## config.mk

```make
export PLATFORM = sky130hd
export DESIGN_NAME = sd_cmd_tx
export DESIGN_NICKNAME = d
export VERILOG_FILES = /design/src/rtl/sd_cmd_tx.sv
export SDC_FILE = /design/constraint.sdc
export NUM_CORES = 1
export LEC_CHECK = 0
export BUFFER_PORTS_ARGS = -buffer_cell sky130_fd_sc_hd__buf_2
export CORE_MARGIN = 4
export CORE_UTILIZATION = 25
export CTS_CLUSTER_SIZE = 30
export DETAILED_ROUTE_END_ITERATION = 7
export PLACE_DENSITY = 0.5
export SLEW_MARGIN = 0
export SYNTH_ARGS = -nofsm -noshare
export SYNTH_HDL_FRONTEND = slang
export SYNTH_SLANG_ARGS = --single-unit
```

## constraint.sdc

```tcl
create_clock -name clk -period 8.5 [get_ports clk]
set_clock_uncertainty 0.05 [all_clocks]
set_input_delay 0.85 -clock clk [delete_from_list [all_inputs] [get_ports clk]]
set_output_delay 0.85 -clock clk [all_outputs]
set_load 0.02 [all_outputs]
```

## src/rtl/sd_cmd_tx.sv

```systemverilog
// ---------------------------------------------------------------------------
// sd_cmd_tx : SD card CMD-line transmitter.
//
// Serialises one 48-bit SD command frame
//   {start bit 0, transmission bit 1, cmd_index[5:0], cmd_arg[31:0], crc7, end bit 1}
// MSB first onto the CMD line. The CRC7 is not computed here. The 40-bit
// frame head goes to an external CRC7 stage, and the result is merged into
// the frame before shifting starts.
//
// Ports
//   clk        : single clock, rising edge
//   reset      : asynchronous, active-high
//   start      : send request, only looked at in IDLE
//   cmd_index  : 6-bit command index, captured when start is accepted
//   cmd_arg    : 32-bit argument, captured when start is accepted
//   busy       : high whenever the FSM is not in IDLE
//   done       : one-cycle pulse after the end bit has been sent
//   crc_load   : one-cycle strobe to the CRC7 stage (LOAD state)
//   crc_data   : frame head handed to the CRC7 stage, held until next start
//   crc_ready  : CRC7 stage result-valid flag, sampled in WAIT_CRC only
//   crc_in     : CRC7 result, valid while crc_ready=1
//   cmd_out    : serial CMD data (idles high)
//   cmd_oe     : CMD output enable, high only while bits are being shifted
//   dbg_state  : current FSM state encoding, for observation only
//
// Handshake: start is a level that is consumed only in the IDLE cycle it is
// seen in; it is never queued. crc_ready is qualified only in WAIT_CRC, so a
// flag left high by a previous computation during LOAD is not mistaken for
// the new result.
// ---------------------------------------------------------------------------
module sd_cmd_tx #(
    parameter int unsigned BIT_CYCLES = 1
) (
    input  logic        clk,
    input  logic        reset,
    input  logic        start,
    input  logic [5:0]  cmd_index,
    input  logic [31:0] cmd_arg,
    output logic        busy,
    output logic        done,
    output logic        crc_load,
    output logic [39:0] crc_data,
    input  logic        crc_ready,
    input  logic [6:0]  crc_in,
    output logic        cmd_out,
    output logic        cmd_oe,
    output logic [2:0]  dbg_state
);

    typedef enum logic [2:0] {
        ST_IDLE     = 3'd0,
        ST_LOAD     = 3'd1,
        ST_WAIT_CRC = 3'd2,
        ST_SHIFT    = 3'd3,
        ST_DONE     = 3'd4
    } state_t;

    localparam logic [7:0] LAST_CYC = 8'(BIT_CYCLES - 1);
    localparam logic [5:0] LAST_BIT = 6'd47;

    state_t      state_q, state_d;
    logic [47:0] shift_q, shift_d;
    logic [39:0] crc_data_q, crc_data_d;
    logic [5:0]  bit_cnt_q, bit_cnt_d;
    logic [7:0]  cyc_cnt_q, cyc_cnt_d;

    always_ff @(posedge clk or posedge reset) begin
        if (reset) begin
            state_q    <= ST_IDLE;
            shift_q    <= '0;
            crc_data_q <= '0;
            bit_cnt_q  <= '0;
            cyc_cnt_q  <= '0;
        end else begin
            state_q    <= state_d;
            shift_q    <= shift_d;
            crc_data_q <= crc_data_d;
            bit_cnt_q  <= bit_cnt_d;
            cyc_cnt_q  <= cyc_cnt_d;
        end
    end

    always_comb begin
        state_d    = state_q;
        shift_d    = shift_q;
        crc_data_d = crc_data_q;
        bit_cnt_d  = bit_cnt_q;
        cyc_cnt_d  = cyc_cnt_q;

        case (state_q)
            ST_IDLE: begin
                if (start) begin
                    // CRC field is zero until the CRC7 stage answers.
                    shift_d    = {1'b0, 1'b1, cmd_index, cmd_arg, 7'b0, 1'b1};
                    // Separate copy: the shift register moves, the CRC stage
                    // must keep seeing a stable head.
                    crc_data_d = {1'b0, 1'b1, cmd_index, cmd_arg};
                    bit_cnt_d  = '0;
                    cyc_cnt_d  = '0;
                    state_d    = ST_LOAD;
                end
            end
            ST_LOAD: begin
                state_d = ST_WAIT_CRC;
            end
            ST_WAIT_CRC: begin
                if (crc_ready) begin
                    shift_d[7:1] = crc_in;
                    bit_cnt_d    = '0;
                    cyc_cnt_d    = '0;
                    state_d      = ST_SHIFT;
                end
            end
            ST_SHIFT: begin
                if (cyc_cnt_q == LAST_CYC) begin
                    cyc_cnt_d = '0;
                    shift_d   = {shift_q[46:0], 1'b1};
                    if (bit_cnt_q == LAST_BIT) begin
                        state_d = ST_DONE;
                    end else begin
                        bit_cnt_d = bit_cnt_q + 6'd1;
                    end
                end else begin
                    cyc_cnt_d = cyc_cnt_q + 8'd1;
                end
            end
            ST_DONE: begin
                state_d = ST_IDLE;
            end
            default: begin
                state_d = ST_IDLE;
            end
        endcase
    end

    // Outputs decode straight from the state register so that an
    // asynchronous reset drives them to their idle values immediately.
    assign busy      = (state_q != ST_IDLE);
    assign done      = (state_q == ST_DONE);
    assign crc_load  = (state_q == ST_LOAD);
    assign crc_data  = crc_data_q;
    assign cmd_oe    = (state_q == ST_SHIFT);
    assign cmd_out   = (state_q == ST_SHIFT) ? shift_q[47] : 1'b1;
    assign dbg_state = state_q;

endmodule
```

After elaboration in Yosys (flattened, before gate mapping)

Index checks and enable logic that the tools add are counted.

Bits of input ports: 49
Logic and storage cells: 50
Register bits after elaboration: 104
Memories kept: 0
Output and inout bits: 48
Bits in read-only memories: 0
RAM bits: 0
Latch bits: 0

Multipliers: 0
Shift operators: 0
Muxes and demuxes: 21
Reductions and logical operators: 11
Bitwise logic cells: 0
Divide/modulo/power cells: 0
$lt $le $gt $ge: 0
Eq/ne operators: 10
$add $sub $neg: 2

Operators by type and width:

| operator                                                         | number |
|---|---|
| 48-bit 2-to-1 mux                                                | 2 |
| 40-bit case mux with 2 select lines                              | 1 |
| 6-bit 2-to-1 mux                                                 | 4 |
| 8-bit 2-to-1 mux                                                 | 3 |
| 8-bit case mux with 3 select lines                               | 1 |
| 7-bit case mux with 3 select lines                               | 1 |
| 6-bit case mux with 3 select lines                               | 1 |
| 3-bit 2-to-1 mux                                                 | 4 |
| 3-bit case mux with 4 select lines                               | 1 |
| 8-bit by 1-bit adder with 8-bit output (second input constant)   | 1 |
| 8-bit zero test                                                  | 1 |
| 4-bit AND reduction                                              | 2 |
| 7-bit 2-to-1 mux                                                 | 1 |
| 6-bit by 1-bit adder with 6-bit output (second input constant)   | 1 |
| 3-bit by 2-bit == test with 1-bit output (second input constant) | 2 |
| 6-bit == test (second input constant)                            | 1 |
| 2-bit != test (second input constant)                            | 3 |
| 3-bit AND reduction                                              | 2 |
| 3-bit nonzero test                                               | 2 |
| 5-bit AND reduction                                              | 1 |
| 2-bit by 1-bit != test with 1-bit output (second input constant) | 2 |
| 3-bit by 1-bit == test with 1-bit output (second input constant) | 1 |
| 3-bit == test (second input constant)                            | 1 |
| 3-bit zero test                                                  | 1 |
| 4 further kinds                                                  | 4 |

Depth between registers and ports, before layout

Gate-level depths: netlist (run 1).

Depth in word-level cells: 4
Gate-level depth with buffers: 7
Gate-level depth less buffers: 6

Worst setup path before layout (run 1)

No wires, ideal clock.

Path type: register to output
Start point: reg state_q[2] (netlist: dbg_state[2])
End point: out cmd_out
Required time: 7.600 ns
Cell stages (with the launch flop): 6
Slack: 5.931 ns
Arrival time: 1.669 ns
Buffers on the path: 2
Cells stage by stage: dfrtp_1 -> buf_2 -> nand3b_1 -> inv_2 -> buf_1 -> nand2b_1

Cells in the longest elaborated chain, start to end: 2

Ends and longest elaborated chain:

| item                                     | line | text |
|---|---|---|
| start, declared                          | 61   | `state_t state_q, state_d;` |
| start signal, assigned                   | 75   | `state_q <= state_d;` |
| 3-bit by 2-bit == test with 1-bit output | --   |  |
| net cmd_oe                               | 46   | `output logic cmd_oe,` |
| 1-bit 2-to-1 mux                         | 143  | `assign cmd_out = (state_q == ST_SHIFT) ? shift_q[47] : 1'b1;` |
| end, declared                            | 45   | `output logic cmd_out,` |

The timed path passes the listed nets, and every way through them passes these cells.

Worst setup path after layout (run 1)

Start point: reg state_q[2] (netlist: dbg_state[2])
End point: out cmd_out

Cells in the longest elaborated chain, start to end: 2

Ends and longest elaborated chain:

| item                                     | line |
|---|---|
| 3-bit by 2-bit == test with 1-bit output | 143 |
| 1-bit 2-to-1 mux                         | 143 |

No other way between the ends.

==> flow_summary.toml, run 1 <==
[placed_design]
dpl_cell_area_sq_um = 5350
placed_cells = 692
preCtsSetupSlack_ps = 5220
hpwl_um = 7360
numPortBuffers = 95
gp_congestion = 0.789

[logic_synthesis]
synth_top_area_share_pct = 55.5
synth_edf_count = 0
ys_types = 47
netlist_instances = 392
synth_area_per_cell_sq_um = 12.0
synth_area_leader_cell = "dfrtp_1"
synth_warnings = 0
syn_area_sq_um = 4690
synth_flop_cell = "dfrtp_1"
synth_commonest_cells = "104 x dfrtp_1, 45 x mux2_2, 44 x nand3_1"
synth-seq-cells = 104
yosysSeqAreaShare_pct = 55.5
synth.most_common_cell = "dfrtp_1"
synth_area_leaders = "dfrtp_1 55%, mux2_2 11%, mux2i_1 8.5%"
synth_async_sr_flop_share_pct = 100
synth_nets = 444

[setup_path]
end_kind = "output port"
rr_startpoint = "cyc_cnt_q[0]$_DFFE_PP0P_"
r2r-end = "shift_q[3]$_DFFE_PP0P_"
cp-startpoint = "dbg_state[2]$_DFFE_PP0P_"
required_ps = 7600
arrival_ps = 2430
ff2ff_setup_slack_ps = 5220
crit_fanout = 52
start_kind = "flop"
r2r_cells = 6
crit_path_end = "cmd_out"
crit_type = "reg -> out"

[floorplan]
rows = 49
die_area_sq_um = 21000
fp.dieH_um = 145
start_util_pct = 25.8
die_w_um = 145
core_sq_um = 18200
ios = 97

[detailed_routing]
final_antenna_net_count = 0
totalWireLength_um = 11100
vias = 3405
routedWlPerCell_um = 15.8
drt-initial-drc-count = 222
first_pass_iters = 4
drc = 0
via_per_inst = 4.82

[timing]
setup_viol = 0
worstMarginPinSlew_ps = 954
finalHoldViolCount = 0
post-route-period-util_pct = 39.1
fmax_ghz = 0.301
setup_ws_ps = 5170
slew_viol_final = 0
tns_ps = 0
grt_setup_unrepaired = "false"
relSlewSlack_pct = 36.4
min_period_ps = 3330

[global_routing]
grt_max_degree = 79
grt_pass1_wl_um = 18100
grt_usage_pct = 10.6
antenna_found_initial = 0
grt.overflow.total = 0
grt_pass1_vias = 3379

[cells_and_area]
final_util_pct = 30.9
diodes = 0
nets = 526
fin_cells = 707
area_delta_synth_final_pct = 20.0
fin_area_sq_um = 5630
drive_gt1_share_pct = 34.7

[status]
status = "complete, no violations"

[clock_network]
cts.sinks = 104
tritoncts.num_buffers = 9
cts_hold_buf = 0
cts_tree = "done"
clkTransAtPathRegs_ps = 70
cts_max_path_buffers = 2
cts_resized = 0
clock_latency_ps = 350
h-tree-depth = 3
root_buffer = "clkbuf_16"
cts_setup_buffers = 0

[power_and_ir_drop]
vdd_ir_drop_max_mv = 0.116
power.leakage_nw = 2.98
p_per_area_nw_per_um2 = 261

[job]
max_cap_violations = 0

[worst_hold_path]
hp-class = "reg -> reg"
-- worst min path at each step --
stage | startpoint | to | slack (ps) | cells past startpoint
2_1_floorplan | shift_q[0]$_DFFE_PP0P_ | shift_q[0]$_DFFE_PP0P_ | 390 | 1
3_3_place_gp | crc_data[38]$_DFFE_PP0P_ | crc_data[38]$_DFFE_PP0P_ | 400 | 1
3_5_place_dp | crc_data[38]$_DFFE_PP0P_ | crc_data[38]$_DFFE_PP0P_ | 400 | 1
4_1_cts | crc_data[38]$_DFFE_PP0P_ | crc_data[38]$_DFFE_PP0P_ | 420 | 1
5_1_grt | crc_data[38]$_DFFE_PP0P_ | crc_data[38]$_DFFE_PP0P_ | 430 | 1
6_report | crc_data[38]$_DFFE_PP0P_ | crc_data[38]$_DFFE_PP0P_ | 420 | 1
-- area by class of cell --
type                            instances  area (sq um)
Sequential cell                       104          2600
Inverter                                7          28.8
Fill cell                            1847         12600
Multi-Input combinational cell        254          1940
Clock inverter                          5          33.8
Tap cell                              229           287
Timing Repair Buffer                   98           498
Clock buffer                           10           239
-- state kept, by name, summed over array words and instances, names as in the netlist --
name and cells:
shift_q 48, crc_data 39, cyc_cnt_q 8, bit_cnt_q 6, dbg_state 3
-- placed cells by master, fill, tap and decap left out, types with 2 or more instances in the layout --
master	n
nand3_1	44
inv_1	5
o311a_1	2
a21oi_1	4
buf_2	95
o31ai_1	5
o21ai_1	38
nand3b_1	2
or3_1	2
clkinv_2	2
nor2_1	5
nand4_1	3
o21ai_0	6
a21o_1	2
nand2_1	10
or4_1	2
and3_1	2
clkbuf_16	9
mux2i_1	40
buf_4	3
nand2b_1	3
nor3b_1	3
ha_1	3
nor3_1	4
and2_1	3
mux2_2	45
dfrtp_1	104
a22o_1	8
clkinvlp_4	2
-- metrics by stage --
stage               hold slack, ps  power, mW
finish                         418       1.47
global route                   435       1.57
CTS                            423       1.49
detailed placement             401       1.09
global placement               395       1.07
floorplan                      385      0.989
-- where the power goes --
part	switching, mW	internal (mW)	total, mW
Clock	0.189	0.205	0.394
Combinational	0.187	0.169	0.355
Sequential	0.0920	0.626	0.718
Total	0.468	1.00	1.47
-- worst max-delay path, stage by stage, from the launching register on --
cell	delay, ps
dfrtp_1	470
nand3b_1	460
inv_2	160
buf_4	650
nand2b_1	140
buf_2	190
-- metal layers --
metal | vias up | share of wire, % | track usage (%)
li1 | 1599 | - | -
met1 | 1710 | 47 | 14.1
met2 | 86 | 47 | 16.6
met3 | 10 | 4.6 | 2.59
met4 | 0 | 1.3 | 4.18
met5 | - | 0 | 0
-- cells by family (layout without fill, tap and decap cells) --
family | Yosys count | count (layout) | synth area share (%)
DFF | 104 | 104 | 55.5
and+or+nand+nor | 90 | 90 | 10.8
muxes | 85 | 85 | 19.3
AOI/OAI and AO/OA | 74 | 74 | 10.1
buffers and inverters | 34 | 120 | 3.20
adders and majority gates | 3 | 3 | 0.801
other | 1 | 1 | 0.0800
xor gates and xnor gates | 1 | 1 | 0.187
(Power assumes the default switching activity.)
==> run 2: changes to the inputs <==
==> constraint.sdc (replaced) <==
create_clock -name clk -period 3.2 [get_ports clk]
set_clock_uncertainty 0.05 [all_clocks]
set_input_delay 0.32 -clock clk [delete_from_list [all_inputs] [get_ports clk]]
set_output_delay 0.32 -clock clk [all_outputs]
set_load 0.02 [all_outputs]
==> run 2 against run 1 <==
Clock power grew to 2.9 times the previous value. Sequential power grew to 2.7 times the previous value. Count of clock-buffer cells in the layout increased by 2. Via count increased by 0.50%. First-iteration DRC count decreased by 2.7%. Global-route usage increased by 0.098 points. Total power rose to 2.7 times the previous value. Non-clock buffer count increased by 3. Utilization rose by 0.39 points. Highest routed layer is now met5.
==> flow_summary.toml, run 2 (synthesis results as in run 1) <==
[cells_and_area]
diodes = 0
largest_reg_flops = 48
top_register = "shift_q"
final_cell_mix = "104 x dfrtp_1, 95 x buf_2, 45 x mux2_2"
area_delta_synth_final_pct = 21.5
drive_gt1_share_pct = 35.1
fin_area_sq_um = 5700
nets = 529
final_common_cell = "dfrtp_1"

[power_and_ir_drop]
vdd_ir_drop_max_mv = 0.292
p_per_area_nw_per_um2 = 699
power_mw = 3.98
power.leakage_nw = 3.01

[detailed_routing]
totalWireLength_um = 11000
final_antenna_net_count = 0
via_per_inst = 4.81
drc = 0
drt-initial-drc-count = 216
vias = 3422
routedWlPerCell_um = 15.4
first_pass_iters = 4

[global_routing]
grt.overflow.total = 0
grt_pass1_wl_um = 18300
grt_pass1_vias = 3529
antenna_found_initial = 2
grt_usage_pct = 10.7
grt_max_degree = 68

[timing]
grt_setup_unrepaired = "false"
worstMarginPinSlew_ps = 832
setup_viol = 0
slew_viol_final = 0
tns_ps = 0
post-route-period-util_pct = 76.8
finalHoldViolCount = 0
relSlewSlack_pct = 44.5
fmax_ghz = 0.407
min_period_ps = 2460
setup_ws_ps = 741

[floorplan]
core_sq_um = 18200
die_w_um = 145
start_util_pct = 25.8
ios = 97
rows = 49
fp.dieH_um = 145
die_area_sq_um = 21000

[setup_path]
crit_fanout = 52
slowest_stage = "dfrtp_1"
path_cells = "nand3b_1, inv_2, buf_12, nand2b_1, buf_2"
crit_type = "reg -> out"
start_kind = "flop"
required_ps = 2830
path_buf_inv = 3
arrival_ps = 2090
end_kind = "output port"
cp_slowest_stage_delay_ps = 470
cp_top_family = "buffers and inverters"

[status]
status = "complete, no violations"

[clock_network]
cts.sinks = 104
h-tree-depth = 3
cts_resized = 0
tritoncts.num_buffers = 9
clock_latency_ps = 350
cts_max_path_buffers = 2
root_buffer = "clkbuf_16"
cts_hold_buf = 0
cts_setup_buffers = 0
cts_tree = "done"
clkTransAtPathRegs_ps = 70

[worst_hold_path]
hp-class = "in -> async"

[placed_design]
preCtsSetupSlack_ps = 927
dpl_cell_area_sq_um = 5390
numPortBuffers = 95
gp_congestion = 0.779
hpwl_um = 7370

[job]
max_cap_violations = 0
## run 2: power breakdown
group	switching, mW	internal, mW
logic	0.487	0.452
registers	0.246	1.66
clock network	0.483	0.650
total	1.22	2.77
## run 2: worst paths after layout
check / end / start / cells past startpoint / slack [ps]
setup / recovery: cmd_out / dbg_state[2]$_DFFE_PP0P_ / 5 / 740
hold / removal: crc_data[18]$_DFFE_PP0P_ / reset / 2 / 100
setup reg to reg: shift_q[3]$_DFFE_PP0P_ / dbg_state[2]$_DFFE_PP0P_ / 5 / 910
hold reg to reg: crc_data[38]$_DFFE_PP0P_ / crc_data[38]$_DFFE_PP0P_ / 1 / 410
max in group asynchronous: cyc_cnt_q[2]$_DFFE_PP0P_ / reset / 3 / 2120
min in group clk: crc_data[14]$_DFFE_PP0P_ / cmd_arg[14] / 2 / 170
## run 2: area by class of cell
cell class                 count  area [sq um]
fill                        1846         12500
sequential                   104          2600
multi-input combinational    254          1940
timing repair buffer         101           533
tap                          229           287
clock buffer                  12           256
clock inverter                 4          52.6
inverter                       7          28.8
## run 2: worst register-to-register path, cell delays in order (launching register included)
cell and delay [ps]:
dfrtp_1 470, nand3b_1 470, inv_2 220, nand3_2 110, nand2_1 450, mux2_2 400
## run 2: metal layers
metal	track usage [%]	share of wire, %
met2	17.6	48
met3	3.80	6.1
met5	0	0.25
met1	13.4	44
met4	2.76	1.2
## run 2: per-stage QoR
stage,hold slack (ps),cells,utilization (%)
after floorplan,385,392,-
after global placement,395,695,29.6
after detailed placement,400,695,29.6
after CTS,124,711,31.3
after global routing,150,711,31.3
final,96.1,711,31.3
